--- src/rtl/lsu_ctrl_if.sv ---
// lsu_ctrl_if: bundles the MEM-stage request/response signals and the
// data_mem access signals of lsu_ctrl.
//   slave  modport: the lsu_ctrl side (takes requests, drives data_mem)
//   master modport: the pipeline + data_mem side
// Optional feature macro: LSU_MISALIGN_TRAP_EN adds omisalign.
interface lsu_ctrl_if #(
  parameter int unsigned MP_WIDTH = 32
);
  logic                ivalid;
  logic                iload;
  logic                istore;
  logic [2:0]          ifunct3;
  logic [MP_WIDTH-1:0] iaddr;
  logic [MP_WIDTH-1:0] iwdata;
  logic                obusy;
  logic                odone;
  logic [MP_WIDTH-1:0] ordata;
  logic [MP_WIDTH-1:0] opos;
  logic                owen;
  logic [1:0]          obe;
  logic [MP_WIDTH-1:0] owdata;
  logic [MP_WIDTH-1:0] irdata;
`ifdef LSU_MISALIGN_TRAP_EN
  logic                omisalign;
`endif

  modport slave (
    input  ivalid, iload, istore, ifunct3, iaddr, iwdata, irdata,
`ifdef LSU_MISALIGN_TRAP_EN
    output omisalign,
`endif
    output obusy, odone, ordata, opos, owen, obe, owdata
  );

  modport master (
    output ivalid, iload, istore, ifunct3, iaddr, iwdata, irdata,
`ifdef LSU_MISALIGN_TRAP_EN
    input  omisalign,
`endif
    input  obusy, odone, ordata, opos, owen, obe, owdata
  );
endinterface

--- src/rtl/lsu_ctrl.sv ---
// lsu_ctrl: MEM-stage load/store initiator for data_mem.
// Aligned accesses (word@00, half@00/01/10, any byte) take one cycle with the
// access driven combinationally in the accept cycle; odone/ordata follow one
// cycle later. Misaligned words and halfwords at offset 11 are split into
// ascending byte accesses while obusy stalls the pipeline.
// Ports:
//   iclk, irst      clock, synchronous active-high reset
//   bus (slave)     ivalid/iload/istore/ifunct3/iaddr/iwdata request,
//                   obusy/odone/ordata response,
//                   opos/owen/obe/owdata/irdata data_mem access
// Optional feature macro: LSU_MISALIGN_TRAP_EN -- split-class requests do no
// access and pulse omisalign with odone instead.
module lsu_ctrl #(
  parameter int unsigned MP_WIDTH = 32
) (
  input logic      iclk,
  input logic      irst,
  lsu_ctrl_if.slave bus
);

  typedef enum logic {S_IDLE, S_SPLIT} state_t;

  state_t              state;
  logic [1:0]          cnt;
  logic [1:0]          last;
  logic [MP_WIDTH-1:0] sp_addr;
  logic [MP_WIDTH-1:0] sp_wdata;
  logic [2:0]          sp_f3;
  logic                sp_store;
  logic [MP_WIDTH-1:0] asm_q;
  logic [MP_WIDTH-1:0] hold_pos;
  logic [MP_WIDTH-1:0] hold_wdata;
  logic [1:0]          hold_be;
  logic                obusy_q;
  logic                odone_q;
  logic [MP_WIDTH-1:0] ordata_q;
`ifdef LSU_MISALIGN_TRAP_EN
  logic                omis_q;
`endif

  logic                req;
  logic                is_st;
  logic                illegal;
  logic                split;
  logic                access;
  logic [1:0]          sz;
  logic [MP_WIDTH-1:0] pos_c;
  logic [MP_WIDTH-1:0] wd_c;
  logic [1:0]          be_c;
  logic                wen_c;
  logic [MP_WIDTH-1:0] lane;
  logic [MP_WIDTH-1:0] asm_next;

  function automatic logic [31:0] extend(input logic [31:0] raw, input logic [2:0] f3);
    case (f3)
      3'b000:  return {{24{raw[7]}}, raw[7:0]};
      3'b001:  return {{16{raw[15]}}, raw[15:0]};
      3'b100:  return {24'b0, raw[7:0]};
      3'b101:  return {16'b0, raw[15:0]};
      default: return raw;
    endcase
  endfunction

  // A request is only considered in IDLE; reset in the same cycle drops it
  // before it can reach data_mem.
  assign req     = (state == S_IDLE) && bus.ivalid && (bus.iload || bus.istore) && !irst;
  assign is_st   = bus.istore && !bus.iload;
  assign sz      = bus.ifunct3[1:0];
  assign illegal = (sz == 2'b11) || (bus.ifunct3[2] && (is_st || sz == 2'b10));
  assign split   = ((sz == 2'b10) && (bus.iaddr[1:0] != 2'b00)) ||
                   ((sz == 2'b01) && (bus.iaddr[1:0] == 2'b11));
`ifdef LSU_MISALIGN_TRAP_EN
  assign access  = req && !illegal && !split;
`else
  assign access  = req && !illegal;
`endif

  // Memory-side drive: split bytes from latched request, new access straight
  // from the inputs, otherwise hold the last driven value.
  always_comb begin
    pos_c = hold_pos;
    be_c  = hold_be;
    wd_c  = hold_wdata;
    wen_c = 1'b0;
    if (state == S_SPLIT) begin
      pos_c = sp_addr + {30'b0, cnt};
      be_c  = 2'b00;
      wd_c  = {24'b0, sp_wdata[{cnt, 3'b000} +: 8]};
      wen_c = sp_store && !irst;
    end else if (access) begin
      pos_c = bus.iaddr;
      be_c  = split ? 2'b00 : sz;
      wd_c  = split ? {24'b0, bus.iwdata[7:0]} : bus.iwdata;
      wen_c = is_st;
    end
  end

  // irdata is the whole word holding opos; shift the addressed lane down.
  assign lane = bus.irdata >> {pos_c[1:0], 3'b000};

  always_comb begin
    asm_next = asm_q;
    asm_next[{cnt, 3'b000} +: 8] = lane[7:0];
  end

  always_ff @(posedge iclk) begin
    if (irst) begin
      state      <= S_IDLE;
      cnt        <= '0;
      last       <= '0;
      sp_addr    <= '0;
      sp_wdata   <= '0;
      sp_f3      <= '0;
      sp_store   <= 1'b0;
      asm_q      <= '0;
      hold_pos   <= '0;
      hold_wdata <= '0;
      hold_be    <= '0;
      obusy_q    <= 1'b0;
      odone_q    <= 1'b0;
      ordata_q   <= '0;
`ifdef LSU_MISALIGN_TRAP_EN
      omis_q     <= 1'b0;
`endif
    end else begin
      odone_q    <= 1'b0;
`ifdef LSU_MISALIGN_TRAP_EN
      omis_q     <= 1'b0;
`endif
      hold_pos   <= pos_c;
      hold_be    <= be_c;
      hold_wdata <= wd_c;
      unique case (state)
        S_IDLE: begin
          if (req) begin
            if (illegal) begin
              odone_q  <= 1'b1;
              ordata_q <= '0;
            end else if (split) begin
`ifdef LSU_MISALIGN_TRAP_EN
              odone_q  <= 1'b1;
              omis_q   <= 1'b1;
              ordata_q <= '0;
`else
              // Byte 0 goes out this cycle; SPLIT continues from byte 1.
              sp_addr  <= bus.iaddr;
              sp_wdata <= bus.iwdata;
              sp_f3    <= bus.ifunct3;
              sp_store <= is_st;
              last     <= (sz == 2'b10) ? 2'd3 : 2'd1;
              asm_q    <= {24'b0, lane[7:0]};
              cnt      <= 2'd1;
              obusy_q  <= 1'b1;
              state    <= S_SPLIT;
`endif
            end else begin
              odone_q  <= 1'b1;
              ordata_q <= is_st ? '0 : extend(lane, bus.ifunct3);
            end
          end
        end
        S_SPLIT: begin
          asm_q <= asm_next;
          cnt   <= cnt + 2'd1;
          if (cnt == last) begin
            state    <= S_IDLE;
            obusy_q  <= 1'b0;
            odone_q  <= 1'b1;
            ordata_q <= sp_store ? '0 : extend(asm_next, sp_f3);
          end
        end
        default: state <= S_IDLE;
      endcase
    end
  end

  assign bus.obusy  = obusy_q;
  assign bus.odone  = odone_q;
  assign bus.ordata = ordata_q;
  assign bus.opos   = pos_c;
  assign bus.obe    = be_c;
  assign bus.owdata = wd_c;
  assign bus.owen   = wen_c;
`ifdef LSU_MISALIGN_TRAP_EN
  assign bus.omisalign = omis_q;
`endif

endmodule
--- src/flat_wrapper.sv ---
// flat-port wrapper written by rule: the top's interface ports become plain ports
module lsu_ctrl_flat 
#(
  parameter int unsigned MP_WIDTH = 32
)
  (iclk, irst, bus_ivalid, bus_iload, bus_istore, bus_ifunct3, bus_iaddr, bus_iwdata, bus_irdata, bus_obusy, bus_odone, bus_ordata, bus_opos, bus_owen, bus_obe, bus_owdata);
  lsu_ctrl_if #(.MP_WIDTH(MP_WIDTH)) bus_i ();
  input logic iclk;
  input logic irst;
  input wire logic [$bits(bus_i.ivalid)-1:0] bus_ivalid;
  input wire logic [$bits(bus_i.iload)-1:0] bus_iload;
  input wire logic [$bits(bus_i.istore)-1:0] bus_istore;
  input wire logic [$bits(bus_i.ifunct3)-1:0] bus_ifunct3;
  input wire logic [$bits(bus_i.iaddr)-1:0] bus_iaddr;
  input wire logic [$bits(bus_i.iwdata)-1:0] bus_iwdata;
  input wire logic [$bits(bus_i.irdata)-1:0] bus_irdata;
  output wire logic [$bits(bus_i.obusy)-1:0] bus_obusy;
  output wire logic [$bits(bus_i.odone)-1:0] bus_odone;
  output wire logic [$bits(bus_i.ordata)-1:0] bus_ordata;
  output wire logic [$bits(bus_i.opos)-1:0] bus_opos;
  output wire logic [$bits(bus_i.owen)-1:0] bus_owen;
  output wire logic [$bits(bus_i.obe)-1:0] bus_obe;
  output wire logic [$bits(bus_i.owdata)-1:0] bus_owdata;
  assign bus_i.ivalid = bus_ivalid;
  assign bus_i.iload = bus_iload;
  assign bus_i.istore = bus_istore;
  assign bus_i.ifunct3 = bus_ifunct3;
  assign bus_i.iaddr = bus_iaddr;
  assign bus_i.iwdata = bus_iwdata;
  assign bus_i.irdata = bus_irdata;
  assign bus_obusy = bus_i.obusy;
  assign bus_odone = bus_i.odone;
  assign bus_ordata = bus_i.ordata;
  assign bus_opos = bus_i.opos;
  assign bus_owen = bus_i.owen;
  assign bus_obe = bus_i.obe;
  assign bus_owdata = bus_i.owdata;
  lsu_ctrl #(.MP_WIDTH(MP_WIDTH)) u_core (.iclk(iclk), .irst(irst), .bus(bus_i));
endmodule
--- config.mk ---
export PLATFORM = sky130hd
export DESIGN_NAME = lsu_ctrl_flat
export DESIGN_NICKNAME = d
export VERILOG_FILES = /design/src/rtl/lsu_ctrl_if.sv /design/src/rtl/lsu_ctrl.sv /design/src/flat_wrapper.sv
export SDC_FILE = /design/constraint.sdc
export NUM_CORES = 1
export LEC_CHECK = 0
export BUFFER_PORTS_ARGS = -buffer_cell sky130_fd_sc_hd__clkbuf_2
export CAP_MARGIN = 15
export CORE_AREA = 2 2 132 147
export DETAILED_ROUTE_END_ITERATION = 16
export DIE_AREA = 0 0 134 149
export PLACE_DENSITY = 0.8
export SETUP_SLACK_MARGIN = 0.3
export SYNTH_ARGS = -nofsm -noshare
export SYNTH_HDL_FRONTEND = slang
export SYNTH_SLANG_ARGS = --single-unit
--- constraint.sdc ---
create_clock -name iclk -period 6.3 [get_ports iclk]
set_clock_uncertainty 0.2 [all_clocks]
set_input_delay 0.945 -clock iclk [delete_from_list [all_inputs] [get_ports iclk]]
set_output_delay 0.945 -clock iclk [all_outputs]
set_load 0.01 [all_outputs]
==> out/results.ini, run 1 <==
[run_status]
outcome = finished, final reports clean

[worst_setup_path]
worstSetupPathType = in2out
endpoint_kind = output port
cp_num_buf_inv = 3
r2r.worst_path.cells = 9
r2r-start = u_core.state$_SDFF_PP0_
crit_family = simple AND/OR/NAND/NOR gates
slowest_delay_ns = 0.82
path_depth = 6
path_cells = buf_6 > or3b_1 > or4_4 > o211a_1 > clkinv_1 > clkbuf_2
cp_max_fo = 73
reg2reg_to = u_core.bus.ordata[17]$_SDFFE_PP0P_
critPathSlowestCell = or4_4
start_kind = primary input
crit_required_ns = 5.15
reg2reg_slack_ns = 1.54
arrival_ns = 3.93

[sta]
tns_ns = 0
fin_crit_ns = 5.073
rsz0062_at_grt = no
final_hold_viol_count = 0
tightest_slew_ns = 1.047
setup_viol_count_final = 0
post-route-period-util_pct = 80.52
maxSlewHeadroom_pct = 30.21
fmax_mhz = 197.1
slew_viol_final = 0
whs_ns = 0.2512

[cts]
clkLatencyLatePin_ns = 0.51
cts_root_buf = clkbuf_16
clock-sinks = 205
post_cts_resized = 0
max-clock-path-buffers = 3
clkTransAtPathRegs_ns = 0.06
cts_buffers = 22
htreeDepth = 1
tritoncts = yes
cts_hold_buf = 0
cts_setup_buffers = 0

[floorplan]
core_area_um2 = 18630
pin_count = 205
die_w_um = 134
start_util_pct = 53.80
die-area_um2 = 19970
die_h_um = 149
num_rows = 53

[place]
port_buffers = 204
dp_hpwl_mm = 20.41
place_congestion = 1.040

[synth]
synth_top_area_cell = dfxtp_1
ys_dominant_reg_cell = dfxtp_1
avgSynthCellArea_um2 = 8.171
yosys_warnings = 0
yosysMostFrequentCell = nand2_1
synth-async-reset-ratio_pct = 0
synthTopCellsByArea = dfxtp_1 (41%), nand2_1 (8.9%), a21oi_1 (5.5%)
synth_top_area_share_pct = 40.93
synth_fp_nets = 1339
ys_ff_latch = 205
netlist_area_um2 = 10030
synth-seq-area-share_pct = 40.93
synthTopCellsByCount = nand2_1 (238), dfxtp_1 (205), nor2_1 (127), a21oi_1 (111), clkbuf_1 (65)
syn_inst = 1227
synth_edf_count = 0
synthDistinctLibCells = 62

[routing]
first_iter_violations = 865
firstDrtPassIters = 5
vias = 9530
wl_per_cell_um = 17.86
totalWireLength_mm = 29.33
ant_nets = 0
vias_per_cell = 5.804
drc = 0

[global_routing]
overflow = 0
first_global_vias = 8841
antenna_found_initial = 1
grt_pass1_wl_mm = 45.99
grt_max_degree = 112
gr-usage-all-layers_pct = 28.53

[power_and_ir_drop]
p_per_area_nw_per_um2 = 260.8
seqPwrFrac_pct = 44.0
p_total_mw = 3.092
p_clk_share_pct = 42.4
swShare_pct = 26.55
leakagePower_nw = 4.826
p_sw_mw = 0.8210
ir_worst_vdd_mv = 0.2148
pwr-share-comb_pct = 13.5
p_int_mw = 2.271

[worst_hold_path]
whs_path_depth = 2
min_to = u_core.sp_wdata[28]$_SDFFE_PP0P_
holdCritPathClass = reg2reg
hold_start = u_core.sp_wdata[28]$_SDFFE_PP0P_

[cells_and_area]
areaGrowthSynthToFinish_pct = 18.23
final_nets = 1493
nFillCells = 1588
drive_gt1_share_pct = 21.95

[flow_run]
max_cap_viol_count = 0

## sequential cells by signal, indices dropped and copies added (netlist names), 3 cells and up
register / cells
u_core.sp_f3: 3
u_core.sp_wdata: 32
u_core.bus.ordata: 32
u_core.hold_wdata: 32
u_core.asm_q: 32
u_core.hold_pos: 32
u_core.sp_addr: 32
## cell usage in the layout, fill, tap and decap left out, types with 22 or more instances in the layout
| cell | count |
|---|---|
| clkbuf_2 | 203 |
| mux2i_1 | 50 |
| inv_1 | 29 |
| clkbuf_16 | 22 |
| dfxtp_1 | 204 |
| a22oi_1 | 47 |
| o21ai_0 | 34 |
| nor2_1 | 126 |
| a21oi_1 | 111 |
| nand2_1 | 237 |
| a22o_1 | 23 |
| nor3_1 | 33 |
| nor2b_1 | 44 |
## cell type report
class,instances,area [µm²],share of cell area [%]
Inverter,30,112.6,0.9500
Sequential cell,205,4108,34.65
Multi-Input combinational cell,907,5479,46.22
Clock buffer,29,626.9,5.288
Tap cell,247,309.0,2.607
Timing Repair Buffer,215,1110,9.362
Antenna cell,1,2.502,0.02111
Clock inverter,8,106.4,0.8972
## layer usage
metal / global-route usage, % / vias to the layer above / wire length, µm
li1: - / 4575 / -
met1: 37.65 / 4447 / 12270
met2: 46.26 / 424 / 13670
met3: 4.043 / 84 / 2122
met4: 13.46 / 0 / 1265
met5: 0 / - / 0
## worst max path at each step
stage,slack (ns),endpoint,start
2_1_floorplan,2.04,bus_owdata[13],irst
3_3_place_gp,1.07,u_core.bus.ordata[17]$_SDFFE_PP0P_,irst
3_5_place_dp,0.88,u_core.bus.ordata[30]$_SDFFE_PP0P_,irst
4_1_cts,1.23,bus_opos[1],irst
5_1_grt,1.04,bus_opos[1],irst
6_report,1.23,bus_opos[1],irst
## through the flow
stage,util [%],instances,worst slack [ns],area [µm²]
global route,63.61,1642,1.043,11850
finish,63.61,1642,1.227,11850
global placement,59.67,1604,1.074,11120
detailed placement,59.67,1604,0.8802,11120
floorplan,-,1227,2.038,10030
CTS,63.60,1641,1.229,11850
## power groups by stage
stage	logic [mW]	clock network (mW)	registers (mW)
CTS	0.414	1.33	1.36
global placement	0.407	0	1.39
floorplan	0.259	0	1.39
global route	0.454	1.39	1.36
finish	0.419	1.31	1.36
detailed placement	0.411	0	1.39
## logic make-up after synthesis
logic type | count (synthesis) | share of synthesized area [%]
flops | 205 | 40.93
buf+inv | 115 | 4.617
fa+ha+maj | 8 | 1.073
simple gates | 508 | 22.55
mux | 66 | 7.687
xor+xnor | 31 | 2.708
compound gates | 294 | 20.43
## worst reg2reg max path, cell delays in order (launching register included)
cell and delay, ns:
dfxtp_4 0.61, or3b_1 0.31, or4_4 0.82, o211a_1 0.80
clkinv_1 0.49, o211ai_4 0.22, a31oi_1 0.22, o221ai_4 0.58
nand3_1 0.16, a211oi_1 0.28
Power figures use the tool's default switching activity.
==> run 2: changes to the inputs <==
Clock period 6.3 ns to 4.8 ns, I/O delays scaled along.
==> run 2 against run 1 <==
Via count increased by 2.0%. Highest routed layer is now met5. Clock power rose by 32%. Sequential power is 31% higher. Final cell count is 0.55% higher. First-iteration DRC count up 7.4%. Wire length increased by 2.2%. Critical path depth up 2. Global-route usage is 0.72 points higher. Flip-flop and latch count stayed put.
==> out/results.ini, run 2 (synthesis gave the netlist of run 1 again) <==
[cts]
cts_root_buf = clkbuf_16
max-clock-path-buffers = 3  ; unchanged
cts_buffers = 22  ; unchanged
tritoncts = yes
cts_setup_buffers = 0  ; unchanged
htreeDepth = 1  ; unchanged
clock-sinks = 205  ; unchanged
clkTransAtPathRegs_ns = 0.06  ; about the same
cts_hold_buf = 0  ; unchanged
clkLatencyLatePin_ns = 0.50  ; about the same

[worst_setup_path]
crit_required_ns = 3.88  ; -1.27 ns
worstSetupPathType = reg2out
start_kind = flop
slowest_delay_ns = 0.65  ; -0.17 ns
cp_max_fo = 63  ; -14%
arrival_ns = 3.42  ; -0.51 ns
path_cells = or3b_1 > or4_4 > buf_4 > nor2_1 > buf_4 > a22oi_1 > nor2_1 > clkbuf_2
critPathSlowestCell = or4_4
endpoint_kind = output port

[place]
place_ws_ns = 0.4962  ; -0.3840 ns
dp_hpwl_mm = 20.87  ; +2.3%
port_buffers = 204  ; unchanged
dpl_cell_area_um2 = 11200  ; +0.72%
place_congestion = 0.9180  ; -12%

[sta]
fin_crit_ns = 4.335
rsz0062_at_grt = no
tns_ns = 0  ; unchanged
whs_ns = 0.2538  ; +0.002574 ns
setup_viol_count_final = 0  ; unchanged
tightest_slew_ns = 1.070  ; +0.02322 ns
maxSlewHeadroom_pct = 28.66  ; -1.5 points
fmax_mhz = 230.7
post-route-period-util_pct = 90.32
worst_slack_ns = 0.4646  ; -0.7624 ns
slew_viol_final = 0  ; unchanged
final_hold_viol_count = 0  ; unchanged

[cells_and_area]
finalInstanceArea_um2 = 11950  ; +0.79%
final_nets = 1502  ; +0.60%
nFillCells = 1607  ; +1.2%
layout_commonest_cell = nand2_1
final_cell_mix = nand2_1 (237), dfxtp_1 (204), clkbuf_2 (203), nor2_1 (126), a21oi_1 (111)
drive_gt1_share_pct = 22.44  ; +0.48 points
n_antenna_cell = 0  ; -1
areaGrowthSynthToFinish_pct = 19.17

[power_and_ir_drop]
p_per_area_nw_per_um2 = 341.3  ; +31%
leakagePower_nw = 4.885  ; +1.2%
ir_worst_vdd_mv = 0.2260  ; +5.2%

[floorplan]
die-area_um2 = 19970  ; unchanged
num_rows = 53  ; unchanged
core_area_um2 = 18630  ; unchanged
start_util_pct = 53.80  ; unchanged
die_w_um = 134  ; unchanged
die_h_um = 149  ; unchanged
pin_count = 205  ; unchanged

[run_status]
outcome = finished, final reports clean

[global_routing]
antenna_found_initial = 2  ; +1
gr-usage-all-layers_pct = 29.25  ; +0.72 points
grt_pass1_wl_mm = 47.03  ; +2.3%
overflow = 0  ; unchanged
first_global_vias = 8995  ; +1.7%
grt_max_degree = 105  ; -6.3%

[routing]
totalWireLength_mm = 29.97  ; +2.2%
firstDrtPassIters = 5  ; unchanged
vias_per_cell = 5.887  ; +1.4%
drc = 0  ; unchanged
first_iter_violations = 929  ; +7.4%
ant_nets = 0  ; unchanged
vias = 9719  ; +2.0%
wl_per_cell_um = 18.15  ; +1.6%

[flow_run]
max_cap_viol_count = 0  ; unchanged

[worst_hold_path]
holdCritPathClass = reg2reg

==> run 2: cell count changes in the layout (fill, tap and decap cells not counted), sizes merged <==
cell      change
buf           +9
clkbuf        +6
clkinv        -2
clkinvlp      -2
bufinv        -1
diode         -1
==> run 2: routing by layer <==
| metal | global-route usage (%) | share of wire [%] | routed length, µm |
|---|---|---|---|
| met1 | 38.71 | 42 | 12550 |
| met3 | 4.689 | 7.8 | 2328 |
| met4 | 10.43 | 2.8 | 848 |
| met2 | 48.51 | 47 | 14210 |
| met5 | 0 | 0.10 | 30 |
==> run 2: critical path, delay by kind of cell, from the launching register on <==
family / cells / cell delay, ns
compound gates: 1 / 0.15
buf+inv: 3 / 0.83
flops: 1 / 0.35
simple gates: 4 / 1.50
==> run 2: area by class of cell <==
type / instances / area [µm²] / area share [%]
clock buffer: 35 / 700.7 / 5.864
clock inverter: 3 / 43.79 / 0.3665
timing repair buffer: 224 / 1190 / 9.959
sequential: 205 / 4108 / 34.38
multi-input combinational: 907 / 5484 / 45.90
inverter: 30 / 112.6 / 0.9425
tap: 247 / 309.0 / 2.587
==> run 2: worst paths after layout <==
path | start | end | cells after the start | slack [ns]
setup / recovery | u_core.state$_SDFF_PP0_ | bus_owdata[19] | 8 | 0.46
hold / removal | u_core.bus.obusy$_SDFFE_PP0P_ | u_core.bus.obusy$_SDFFE_PP0P_ | 2 | 0.25
setup reg to reg | u_core.state$_SDFF_PP0_ | u_core.bus.ordata[17]$_SDFFE_PP0P_ | 9 | 0.99
hold reg to reg | u_core.bus.obusy$_SDFFE_PP0P_ | u_core.bus.obusy$_SDFFE_PP0P_ | 2 | 0.25
==> run 2: repair_timing <==
item / CTS / global route
endpoints found under the setup margin: 0 / 3
hold endpoints to repair: 0 / 0
resized for setup: 0 / 1
==> run 2: report_power, final <==
group	leakage, nW	switching, mW	total [mW]	internal [mW]
Combinational	2.86	0.353	0.561	0.207
Sequential	1.66	0.0300	1.78	1.75
Clock	0.368	0.684	1.73	1.05
==> run 2: through the flow <==
stage	total power, mW	cells	utilization, %
floorplan	2.162	1227	-
global route	4.220	1651	64.12
finish	4.078	1651	64.12
global placement	2.367	1613	60.10
CTS	4.085	1651	64.09
detailed placement	2.372	1613	60.10
==> run 3: changes to the inputs <==
Settings changed: CTS_BUF_LIST from default to sky130_fd_sc_hd__clkbuf_4.
==> run 3 against run 2 <==
Sequential power about the same. Wire length barely moved. Non-clock buffer count stayed put.
==> out/results.ini, run 3 (synthesis gave the netlist of run 1 again) <==
[worst_setup_path]
crit_family = simple AND/OR/NAND/NOR gates
cp_max_fo = 63  ; unchanged
path_cells = or3b_1 > or4_4 > buf_8 > nor2_1 > buf_4 > a22oi_1 > nor2_1 > clkbuf_2
cp_num_buf_inv = 3  ; unchanged
slowest_delay_ns = 0.65  ; about the same
start_kind = flop
arrival_ns = 3.41  ; about the same
endpoint_kind = output port
worstSetupPathType = reg2out
crit_top_cell = nor2_1
critPathSlowestCell = or4_4
crit_required_ns = 3.88  ; about the same

[cts]
htreeDepth = 2  ; +1
clkLatencyLatePin_ns = 0.65  ; +0.15 ns
clock-sinks = 205  ; unchanged
clkTransAtPathRegs_ns = 0.06  ; about the same
cts_buffers = 52  ; +140%
max-clock-path-buffers = 3  ; unchanged
cts_root_buf = clkbuf_4
tritoncts = yes

[floorplan]
num_rows = 53  ; unchanged
start_util_pct = 53.80  ; unchanged
core_area_um2 = 18630  ; unchanged
die_h_um = 149  ; unchanged
pin_count = 205  ; unchanged
die_w_um = 134  ; unchanged
die-area_um2 = 19970  ; unchanged

[cells_and_area]
final_nets = 1532  ; +2.0%
nFillCells = 1652  ; +2.8%
finalInstanceArea_um2 = 11840  ; -0.92%
areaGrowthSynthToFinish_pct = 18.07
drive_gt1_share_pct = 24.62  ; +2.2 points
layout_commonest_cell = nand2_1
seq_area_um2 = 4108  ; unchanged
final_cell_mix = nand2_1 (237), dfxtp_1 (204), clkbuf_2 (203), nor2_1 (126), a21oi_1 (111)
multi_input_area_um2 = 5495  ; +0.21%

[sta]
tightest_slew_ns = 1.094  ; +0.02403 ns
fmax_mhz = 230.7  ; about the same
maxSlewHeadroom_pct = 27.06  ; -1.6 points
post-route-period-util_pct = 90.29  ; about the same
tns_ns = 0  ; unchanged
rsz0062_at_grt = no
fin_crit_ns = 4.334  ; -0.001636 ns
final_hold_viol_count = 0  ; unchanged
setup_viol_count_final = 0  ; unchanged
whs_ns = 0.1025  ; -0.1512 ns
slew_viol_final = 0  ; unchanged

[global_routing]
grt_pass1_wl_mm = 47.26  ; +0.48%
overflow = 0  ; unchanged
grt_max_degree = 105  ; unchanged
first_global_vias = 9207  ; +2.4%
antenna_found_initial = 2  ; unchanged
gr-usage-all-layers_pct = 29.44  ; +0.19 points

[routing]
vias_per_cell = 5.793  ; -1.6%
wl_per_cell_um = 17.64  ; -2.8%
drc = 0  ; unchanged
vias = 9836  ; +1.2%
ant_nets = 0  ; unchanged
first_iter_violations = 880  ; -5.3%
firstDrtPassIters = 6  ; +1
totalWireLength_mm = 29.96  ; about the same

[flow_run]
max_cap_viol_count = 0  ; unchanged

[power_and_ir_drop]
leakagePower_nw = 4.900  ; +0.32%
p_per_area_nw_per_um2 = 318.3  ; -6.7%
ir_worst_vdd_mv = 0.1660  ; -27%

[worst_hold_path]
holdCritPathClass = in2reg

[place]
dpl_cell_area_um2 = 11200  ; unchanged
dp_hpwl_mm = 20.87  ; unchanged
port_buffers = 204  ; unchanged
place_congestion = 0.9180  ; unchanged

[run_status]
outcome = finished, final reports clean

[run 3: routing by layer]
layer | vias up | global-route usage (%) | wire, µm
li1 | 4673 | - | -
met1 | 4630 | 38.26 | 12420
met2 | 460 | 47.95 | 14120
met3 | 71 | 6.524 | 2544
met4 | 2 | 11.22 | 866
met5 | - | 0 | 11
[run 3: cell type report]
cell class | instances | share of cell area (%)
Inverter | 30 | 0.9513
Timing Repair Buffer | 224 | 10.12
Tap cell | 247 | 2.611
Antenna cell | 1 | 0.02114
Sequential cell | 205 | 34.70
Multi-Input combinational cell | 907 | 46.42
Clock inverter | 13 | 0.6765
Clock buffer | 71 | 4.503
[run 3: worst paths after layout]
path,from,end,slack [ns],cells past startpoint
setup / recovery,u_core.state$_SDFF_PP0_,bus_owdata[19],0.47,8
hold / removal,bus_iaddr[29],u_core.sp_addr[29]$_SDFFE_PP0P_,0.10,3
setup reg to reg,u_core.state$_SDFF_PP0_,u_core.bus.ordata[21]$_SDFFE_PP0P_,0.98,9
hold reg to reg,u_core.sp_wdata[7]$_SDFFE_PP0P_,u_core.sp_wdata[7]$_SDFFE_PP0P_,0.25,2
[run 3: power breakdown]
part / switching (mW) / total [mW] / internal (mW)
registers: 0.0298 / 1.78 / 1.75
clock network: 0.693 / 1.42 / 0.730
logic: 0.354 / 0.561 / 0.208
total: 1.08 / 3.77 / 2.69
[run 3: worst reg2reg max path, delay by kind of cell, from the launching register on]
kind	cells	cell delay, ns
AO/OA/AOI/OAI	4	1.39
buffers and inverters	1	0.25
flip-flops	1	0.35
AND/OR/NAND/NOR	4	1.54
[run 3: metrics by stage]
step                total power, mW  setup WS, ns  utilization, %  instances
floorplan                     2.162        0.9880               -       1227
global placement              2.367        0.5543           60.10       1613
detailed placement            2.372        0.4962           60.10       1613
CTS                           3.790        0.3943           63.43       1697
global route                  3.939        0.3174           63.53       1698
finish                        3.768        0.4662           63.53       1698
[run 3: what timing repair did]
| action | 4_1_cts | 5_1_grt |
|---|---|---|
| pin swaps | 0 | 0 |
| setup endpoints to repair | 3 | 9 |
| hold buffers | 0 | 0 |
| gates resized for setup | 2 | 4 |
| setup buffers | 0 | 0 |
| gates cloned | 0 | 0 |
